[config.mk]
export PLATFORM = sky130hd
export DESIGN_NAME = xup_shift_sequencer_flat
export DESIGN_NICKNAME = d
export VERILOG_FILES = /design/src/rtl/xup_shift_sequencer_if.sv /design/src/rtl/xup_shift_sequencer.sv /design/src/flat_wrapper.sv
export SDC_FILE = /design/constraint.sdc
export NUM_CORES = 1
export LEC_CHECK = 0
export CAP_MARGIN = 20
export CORE_ASPECT_RATIO = 0.6
export CORE_MARGIN = 2
export CORE_UTILIZATION = 40
export CTS_CLUSTER_DIAMETER = 30
export DETAILED_ROUTE_END_ITERATION = 7
export PLACE_DENSITY = 0.74
export SYNTH_ARGS = -nofsm -noshare
export SYNTH_HDL_FRONTEND = slang
export SYNTH_SLANG_ARGS = --single-unit
[constraint.sdc]
create_clock -name clk -period 1.4 [get_ports clk]
set_clock_uncertainty 0.05 [all_clocks]
set_input_delay 0.21 -clock clk [delete_from_list [all_inputs] [get_ports clk]]
set_output_delay 0.21 -clock clk [all_outputs]
set_load 0.01 [all_outputs]
[src/rtl/xup_shift_sequencer_if.sv]
// Request/response bundle for the iterating shift sequencer.
// The requester drives the operand and controls; the sequencer returns status.
interface xup_shift_sequencer_if #(
   parameter int SIZE      = 8,
   parameter int CNT_WIDTH = 3
);
   logic                 start;
   logic [SIZE-1:0]      parallel_in;
   logic                 dir;
   logic                 shift_type;
   logic [CNT_WIDTH-1:0] shift_count;
   logic                 busy;
   logic                 done;
   logic [SIZE-1:0]      parallel_out;

   modport master (
      output start,
      output parallel_in,
      output dir,
      output shift_type,
      output shift_count,
      input  busy,
      input  done,
      input  parallel_out
   );

   modport slave (
      input  start,
      input  parallel_in,
      input  dir,
      input  shift_type,
      input  shift_count,
      output busy,
      output done,
      output parallel_out
   );
endinterface

[src/rtl/xup_shift_sequencer.sv]
// Registered multi-cycle shifter: one NBITS step per clock, shift_count times.
// Left shifts zero fill; right shifts fill with zero or the sign bit.
module xup_shift_sequencer #(
   parameter int SIZE      = 8,
   parameter int NBITS     = 1,
   parameter int CNT_WIDTH = 3
) (
   input logic                 clk,
   input logic                 reset_n,
   xup_shift_sequencer_if.slave bus
);

   typedef enum logic [1:0] {
      S_IDLE  = 2'd0,
      S_SHIFT = 2'd1,
      S_DONE  = 2'd2
   } state_t;

   state_t               state_q;
   logic [SIZE-1:0]      out_q;
   logic                 dir_q;
   logic                 type_q;
   logic [CNT_WIDTH-1:0] rem_q;
   logic                 busy_q;
   logic                 done_q;

   logic [SIZE-1:0]      step_d;
   logic                 fill_d;

   // One step of the latched operation applied to the working register.
   always_comb begin
      step_d = out_q;
      fill_d = type_q & out_q[SIZE-1];
      if (dir_q) begin
         step_d = {out_q[SIZE-NBITS-1:0], {NBITS{1'b0}}};
      end else begin
         step_d = {{NBITS{fill_d}}, out_q[SIZE-1:NBITS]};
      end
   end

   always_ff @(posedge clk) begin
      if (!reset_n) begin
         state_q <= S_IDLE;
         out_q   <= '0;
         dir_q   <= 1'b0;
         type_q  <= 1'b0;
         rem_q   <= '0;
         busy_q  <= 1'b0;
         done_q  <= 1'b0;
      end else begin
         unique case (state_q)
            S_IDLE: begin
               done_q <= 1'b0;
               if (bus.start) begin
                  out_q  <= bus.parallel_in;
                  dir_q  <= bus.dir;
                  type_q <= bus.shift_type;
                  rem_q  <= bus.shift_count;
                  busy_q <= 1'b1;
                  if (bus.shift_count == '0) begin
                     state_q <= S_DONE;
                     done_q  <= 1'b1;
                  end else begin
                     state_q <= S_SHIFT;
                  end
               end
            end
            S_SHIFT: begin
               out_q <= step_d;
               rem_q <= rem_q - 1'b1;
               if (rem_q == CNT_WIDTH'(1)) begin
                  state_q <= S_DONE;
                  done_q  <= 1'b1;
               end
            end
            S_DONE: begin
               state_q <= S_IDLE;
               busy_q  <= 1'b0;
               done_q  <= 1'b0;
            end
            default: begin
               state_q <= S_IDLE;
               busy_q  <= 1'b0;
               done_q  <= 1'b0;
            end
         endcase
      end
   end

   assign bus.busy         = busy_q;
   assign bus.done         = done_q;
   assign bus.parallel_out = out_q;

endmodule

[src/flat_wrapper.sv]
// flat-port wrapper written by rule: the top's interface ports become plain ports
module xup_shift_sequencer_flat 
#(
   parameter int SIZE      = 8,
   parameter int NBITS     = 1,
   parameter int CNT_WIDTH = 3
)
  (clk, reset_n, bus_start, bus_parallel_in, bus_dir, bus_shift_type, bus_shift_count, bus_busy, bus_done, bus_parallel_out);
  xup_shift_sequencer_if #(.SIZE(SIZE), .CNT_WIDTH(CNT_WIDTH)) bus_i ();
  input logic clk;
  input logic reset_n;
  input wire logic [$bits(bus_i.start)-1:0] bus_start;
  input wire logic [$bits(bus_i.parallel_in)-1:0] bus_parallel_in;
  input wire logic [$bits(bus_i.dir)-1:0] bus_dir;
  input wire logic [$bits(bus_i.shift_type)-1:0] bus_shift_type;
  input wire logic [$bits(bus_i.shift_count)-1:0] bus_shift_count;
  output wire logic [$bits(bus_i.busy)-1:0] bus_busy;
  output wire logic [$bits(bus_i.done)-1:0] bus_done;
  output wire logic [$bits(bus_i.parallel_out)-1:0] bus_parallel_out;
  assign bus_i.start = bus_start;
  assign bus_i.parallel_in = bus_parallel_in;
  assign bus_i.dir = bus_dir;
  assign bus_i.shift_type = bus_shift_type;
  assign bus_i.shift_count = bus_shift_count;
  assign bus_busy = bus_i.busy;
  assign bus_done = bus_i.done;
  assign bus_parallel_out = bus_i.parallel_out;
  xup_shift_sequencer #(.SIZE(SIZE), .NBITS(NBITS), .CNT_WIDTH(CNT_WIDTH)) u_core (.clk(clk), .reset_n(reset_n), .bus(bus_i));
endmodule
# Yosys cells after proc, flatten, opt, wreduce, memory -nomap -nowiden
# Cells that the tools add are included.
[word_totals]
regBits = 17
inputBits = 16
[op_classes]
mux = 15
add_sub_neg = 1
eq_ne = 4
n_reduce_logical = 7
bitwise = 2
[op_table]
columns = ["operator", "n"]
rows = [
  ["8-bit 2-to-1 mux", 2],
  ["8-bit case mux with 2 select lines", 1],
  ["2-bit AND reduction", 4],
  ["2-bit 2-to-1 mux", 3],
  ["3-bit case mux with 2 select lines", 1],
  ["1-bit 2-to-1 mux", 4],
  ["1-bit case mux with 2 select lines", 2],
  ["2-bit case mux with 2 select lines", 1],
  ["3-bit by 1-bit equality test with 1-bit output, second input constant", 1],
  ["3-bit zero test", 1],
  ["3-bit 2-to-1 mux", 1],
  ["3-bit by 1-bit subtractor with 3-bit output, second input constant", 1],
  ["2-bit by 1-bit equality test with 1-bit output, second input constant", 1],
  ["2-bit zero test", 1],
  ["2-bit by 1-bit inequality test with 1-bit output, second input constant", 1],
  ["2-bit inequality test, second input constant", 1],
  ["2-bit nonzero test", 1],
  ["1-bit AND", 1],
  ["1-bit inverter", 1],
]

# Longest topological paths before layout
[depth]
word_depth = 4
depth_mapped = 5
mapped_depth_nobuf = 5

# Worst setup path before layout
# Ideal clock, no wire load.
[synth_path]
kind = "flip-flop to flip-flop"
from = "register u_core.state_q[0]"
to = "register u_core.out_q[5] (netlist: u_core.bus.parallel_out[5])"
slack_ns = 0.110
stages_incl_launch_ff = 6
arrival_time_ns = 1.106
n_path_buf = 2
required_ns = 1.216
setup_ns = 0.134
period_less_slack_ns = 1.290
path_cell_list = "dfxtp_1 > buf_6 > or3b_4 > buf_6 > nor2_1 > nor4_2"
[synth_between]
elab_chain_cells = 3
word_cells_on_any_way = 6
cone_classes = "2 x eq/ne; 1 x mux; 3 x reduce/logical"
[synth_lines]
columns = ["item", "line", "text"]
rows = [
  ["start: declaration", "xup_shift_sequencer.sv:19", "state_t state_q;"],
  ["start signal: assignment", "xup_shift_sequencer.sv:43", "state_q <= S_IDLE;"],
  ["start signal: assignment", "xup_shift_sequencer.sv:61", "state_q <= S_DONE;"],
  ["start signal: assignment", "xup_shift_sequencer.sv:64", "state_q <= S_SHIFT;"],
  ["2-bit by 1-bit equality test with 1-bit output / 2-bit zero test (equally long branches)", "xup_shift_sequencer.sv:51", "unique case (state_q)"],
  ["2-bit nonzero test (no source line) / 2-bit inequality test (equally long branches)", "--", ""],
  ["2-bit AND reduction (no source line)", "--", ""],
  ["end signal: assignment", "xup_shift_sequencer.sv:55", "out_q <= bus.parallel_in;"],
  ["end signal: assignment", "xup_shift_sequencer.sv:69", "out_q <= step_d;"],
  ["end: declaration", "xup_shift_sequencer.sv:20", "logic [SIZE-1:0] out_q;"],
]
# Several ways; a longest one is shown, not always the timed one.
# A chain may end at the register's enable or synchronous reset.

# Worst setup path after layout
[layout_path]
from = "register u_core.state_q[0]"
to = "register u_core.rem_q[1]"
[layout_between]
elab_chain_cells = 3
word_cells_on_any_way = 6
cone_classes = "2 x eq/ne; 1 x mux; 3 x reduce/logical"
[layout_lines]
columns = ["item", "line", "text"]
rows = [
  ["2-bit by 1-bit equality test with 1-bit output / 2-bit zero test (equally long branches)", "xup_shift_sequencer.sv:51", ""],
  ["2-bit nonzero test (no source line) / 2-bit inequality test (equally long branches)", "--", ""],
  ["2-bit AND reduction (no source line)", "--", ""],
  ["end signal: assignment", "xup_shift_sequencer.sv:58", "rem_q <= bus.shift_count;"],
  ["end signal: assignment", "xup_shift_sequencer.sv:70", "rem_q <= rem_q - 1'b1;"],
  ["end: declaration", "xup_shift_sequencer.sv:23", "logic [CNT_WIDTH-1:0] rem_q;"],
]
# Several ways; a longest one is shown, not always the timed one.

==> impl_results.md <==
- Status: complete, no violations
- Worst skew pair latency: 0.25 ns
- Max frequency: 751 MHz
- Seq/Total Area, Yosys: 37.7%
- Post-CTS Setup Inserts: 0
- Worst reg-to-reg path cell count: 5
- Combinational power share: 30.8%
- Longest Clk Path Bufs: 2
- Die width: 65.4 µm
- # H-tree levels: 1
- DRC: 0
- CP max stage cell: dfxtp_4
- Syn Nets: 119
- Max Transition Viols Final: 0
- Setup violations, final: 0
- ANT nets after route: 0
- R2r setup slk: 0.07 ns
- CTS tree: built
- Reg-to-reg endpoint: u_core.rem_q[1]
- Vias in the first global route: 745
- CP delay by family, top: flip-flops
- Max Cap Viol: 0
- Setup tns final: 0 ns
- Placed Instances: 163
- Drt initial violations: 41
- Crit path DAT: 1.43 ns
- Post-layout min period: 1.33 ns
- Share of layout cells above drive strength 1: 21.2%
- Clock Sinks: 17
- RSZ-0062 raised after global routing: no
- Tot Pwr: 1.43 mW
- Final period util: 95.1%
- Worst hold path class: register to register
- Final Net Count: 156
- Final WS setup: 0.0681 ns
- Worst-path clk slew: 0.07 ns
- Crit Path Category: register to register
- Initial Util: 42.1%
- Leakage: 0.551 nW
- Vias per cell: 5.10
- N_diodes: 0
- Yosys warning count: 0
- Die Span Y: 40.8 µm
- Avg WL per Cell: 13.7 µm
- Final cell count without fillers: 167
- Cell Int Power: 0.990 mW
- Endpoint type of the worst setup path: register
- Cell count after synthesis: 101
- CTS Root Cell: clkbuf_8
- First-pass GRT wire length: 3570 µm
- Reg-to-reg startpoint: u_core.state_q[0]
- Final HPWL DP: 1710 µm
- Core Box Area: 2150 µm²
- GRT Overall Usage: 18.6%
- Cell row count: 13
- Total routed wirelength: 2290 µm
- CP peak stage delay: 0.37 ns
- Antenna violations before repair: 0
- Seq cells post-synth: 17
- Place WS: -0.191 ns
- Area Growth Syn to Fin: 44.2%
- IO Pins: 26
- Worst path required time: 1.50 ns
- Flop pwr share: 42.5%
- IO buf count: 25
- Hold Crit Depth: 2
- Fin. Hold Viols: 0
- Sw Share: 31.0%
- Hold Crit Endpoint: u_core.bus.busy
- Synth Area per Inst: 8.94 µm²
- Worst setup SP type: register
- Post-synth cell types: 35
- Maximum number of pins on one net before global-route repair: 14
- Gp weighted congestion: 0.826
- Slew margin rel.: 72.2%
- CP Max Fanout: 10
- Most frequent cells in the layout: clkdlybuf4s50_1, dfxtp_1, buf_4
- Inserted Clock Buffers: 3
- Switching pwr: 0.445 mW
- Total grt overflow: 0
- Synthesized cell area: 903 µm²
- Cell Chain, Critical Path: buf_4 -> nor3b_4 -> buf_12 -> nor3_2 -> a2111oi_2
- Peak supply drop: 659 µV
- Pwr dens: 1100 nW/µm²
- WP buf/inv: 2
- Hold WS: 0.425 ns
- Die Area: 2670 µm²
- Clk pwr share: 26.7%
- DR pass1 iterations: 4
- Detailed-route via count: 851
- Slew of the pin with the lowest slew margin: 0.417 ns
- Hold_sp: u_core.bus.busy
synth_stat cells (all sizes together):
| cell | number | area, µm² |
|---|---|---|
| a2bb2oi | 1 | 8.76 |
| nand2b | 2 | 12.5 |
| o31ai | 1 | 7.51 |
| nand3b | 3 | 22.5 |
| o21ai | 3 | 15.0 |
| nand2 | 6 | 22.5 |
| nor4 | 6 | 50.0 |
| nor3b | 1 | 18.8 |
| nor2 | 8 | 32.5 |
| o21a | 1 | 7.51 |
| dfxtp | 17 | 340 |
| o221ai | 1 | 8.76 |
| inv | 4 | 15.0 |
| nand3 | 1 | 5.00 |
| nor3 | 9 | 50.1 |
| a211o | 1 | 8.76 |
| a211oi | 7 | 52.6 |
| buf | 7 | 51.3 |
| a2111oi | 1 | 15.0 |
| ha | 2 | 25.0 |
| a221oi | 1 | 8.76 |
| o21ba | 1 | 10.0 |
| a21oi | 5 | 25.0 |
| nor2b | 9 | 58.8 |
| a311oi | 1 | 8.76 |
| or3b | 1 | 11.3 |
| o221a | 1 | 11.3 |
final cells by class:
cell class / count / area (µm²)
clock buffers: 4 / 45.0
fillers: 205 / 845
inverters: 4 / 15.0
multi-input cells: 73 / 497
flip-flops and latches: 17 / 345
well taps: 30 / 37.5
repair buffers: 39 / 363
metrics by stage:
step,cell area [µm²],util [%]
2_1_floorplan,903,-
3_3_place_gp,1260,58.6
3_5_place_dp,1260,58.6
4_1_cts,1290,60.2
5_1_grt,1300,60.7
6_report,1300,60.7
power by group through the flow:
| stage | Clock, mW | Combinational, mW | Sequential, mW |
|---|---|---|---|
| global route | 0.418 | 0.478 | 0.620 |
| detailed placement | 0 | 0.465 | 0.619 |
| CTS | 0.383 | 0.445 | 0.608 |
| global placement | 0 | 0.451 | 0.616 |
| finish | 0.383 | 0.442 | 0.610 |
| floorplan | 0 | 0.254 | 0.613 |
worst max path at each step:
stage / from / end / cells past startpoint / slack [ns]
after global routing: u_core.dir_q / u_core.bus.parallel_out[7] / 3 / 0.003
after detailed placement: bus_start / u_core.rem_q[1] / 4 / -0.19
after floorplan: u_core.state_q[0] / u_core.bus.parallel_out[5] / 5 / 0.11
after global placement: bus_start / u_core.rem_q[1] / 4 / -0.15
after CTS: u_core.state_q[0] / u_core.rem_q[1] / 5 / 0.009
final: u_core.state_q[0] / u_core.rem_q[1] / 5 / 0.07
worst register-to-register path: stages (launching register included):
cell,delay [ns]
dfxtp_4,0.37
buf_4,0.14
nor3b_4,0.20
buf_12,0.16
nor3_2,0.05
a2111oi_2,0.27
what timing repair did:
| action | 4_1_cts | 5_1_grt |
|---|---|---|
| pin swaps | 0 | 1 |
| hold buffers | 0 | 0 |
| endpoints found under the hold margin | 0 | 0 |
| gates resized for setup | 8 | 5 |
| endpoints found under the setup margin | 8 | 9 |
sequential cells by signal, indices dropped and copies added (netlist names):
register	flops
u_core.bus.parallel_out	8
u_core.bus.done	1
u_core.rem_q	3
u_core.dir_q	1
u_core.bus.busy	1
u_core.state_q	2
u_core.type_q	1
kinds of logic after synthesis:
family	count (synthesis)	share of synthesized area, %
flops	17	37.7
simple gates	46	31.4
fa+ha+maj	2	2.77
buf+inv	11	7.34
compound gates	25	20.8
metal layers:
layer / part of all wire (%) / global-route usage [%]
met1: 52 / 25.4
met2: 43 / 28.8
met3: 4.5 / 6.04
met4: 0.35 / 4.69
met5: 0 / 0
(Power assumes the default switching activity.)
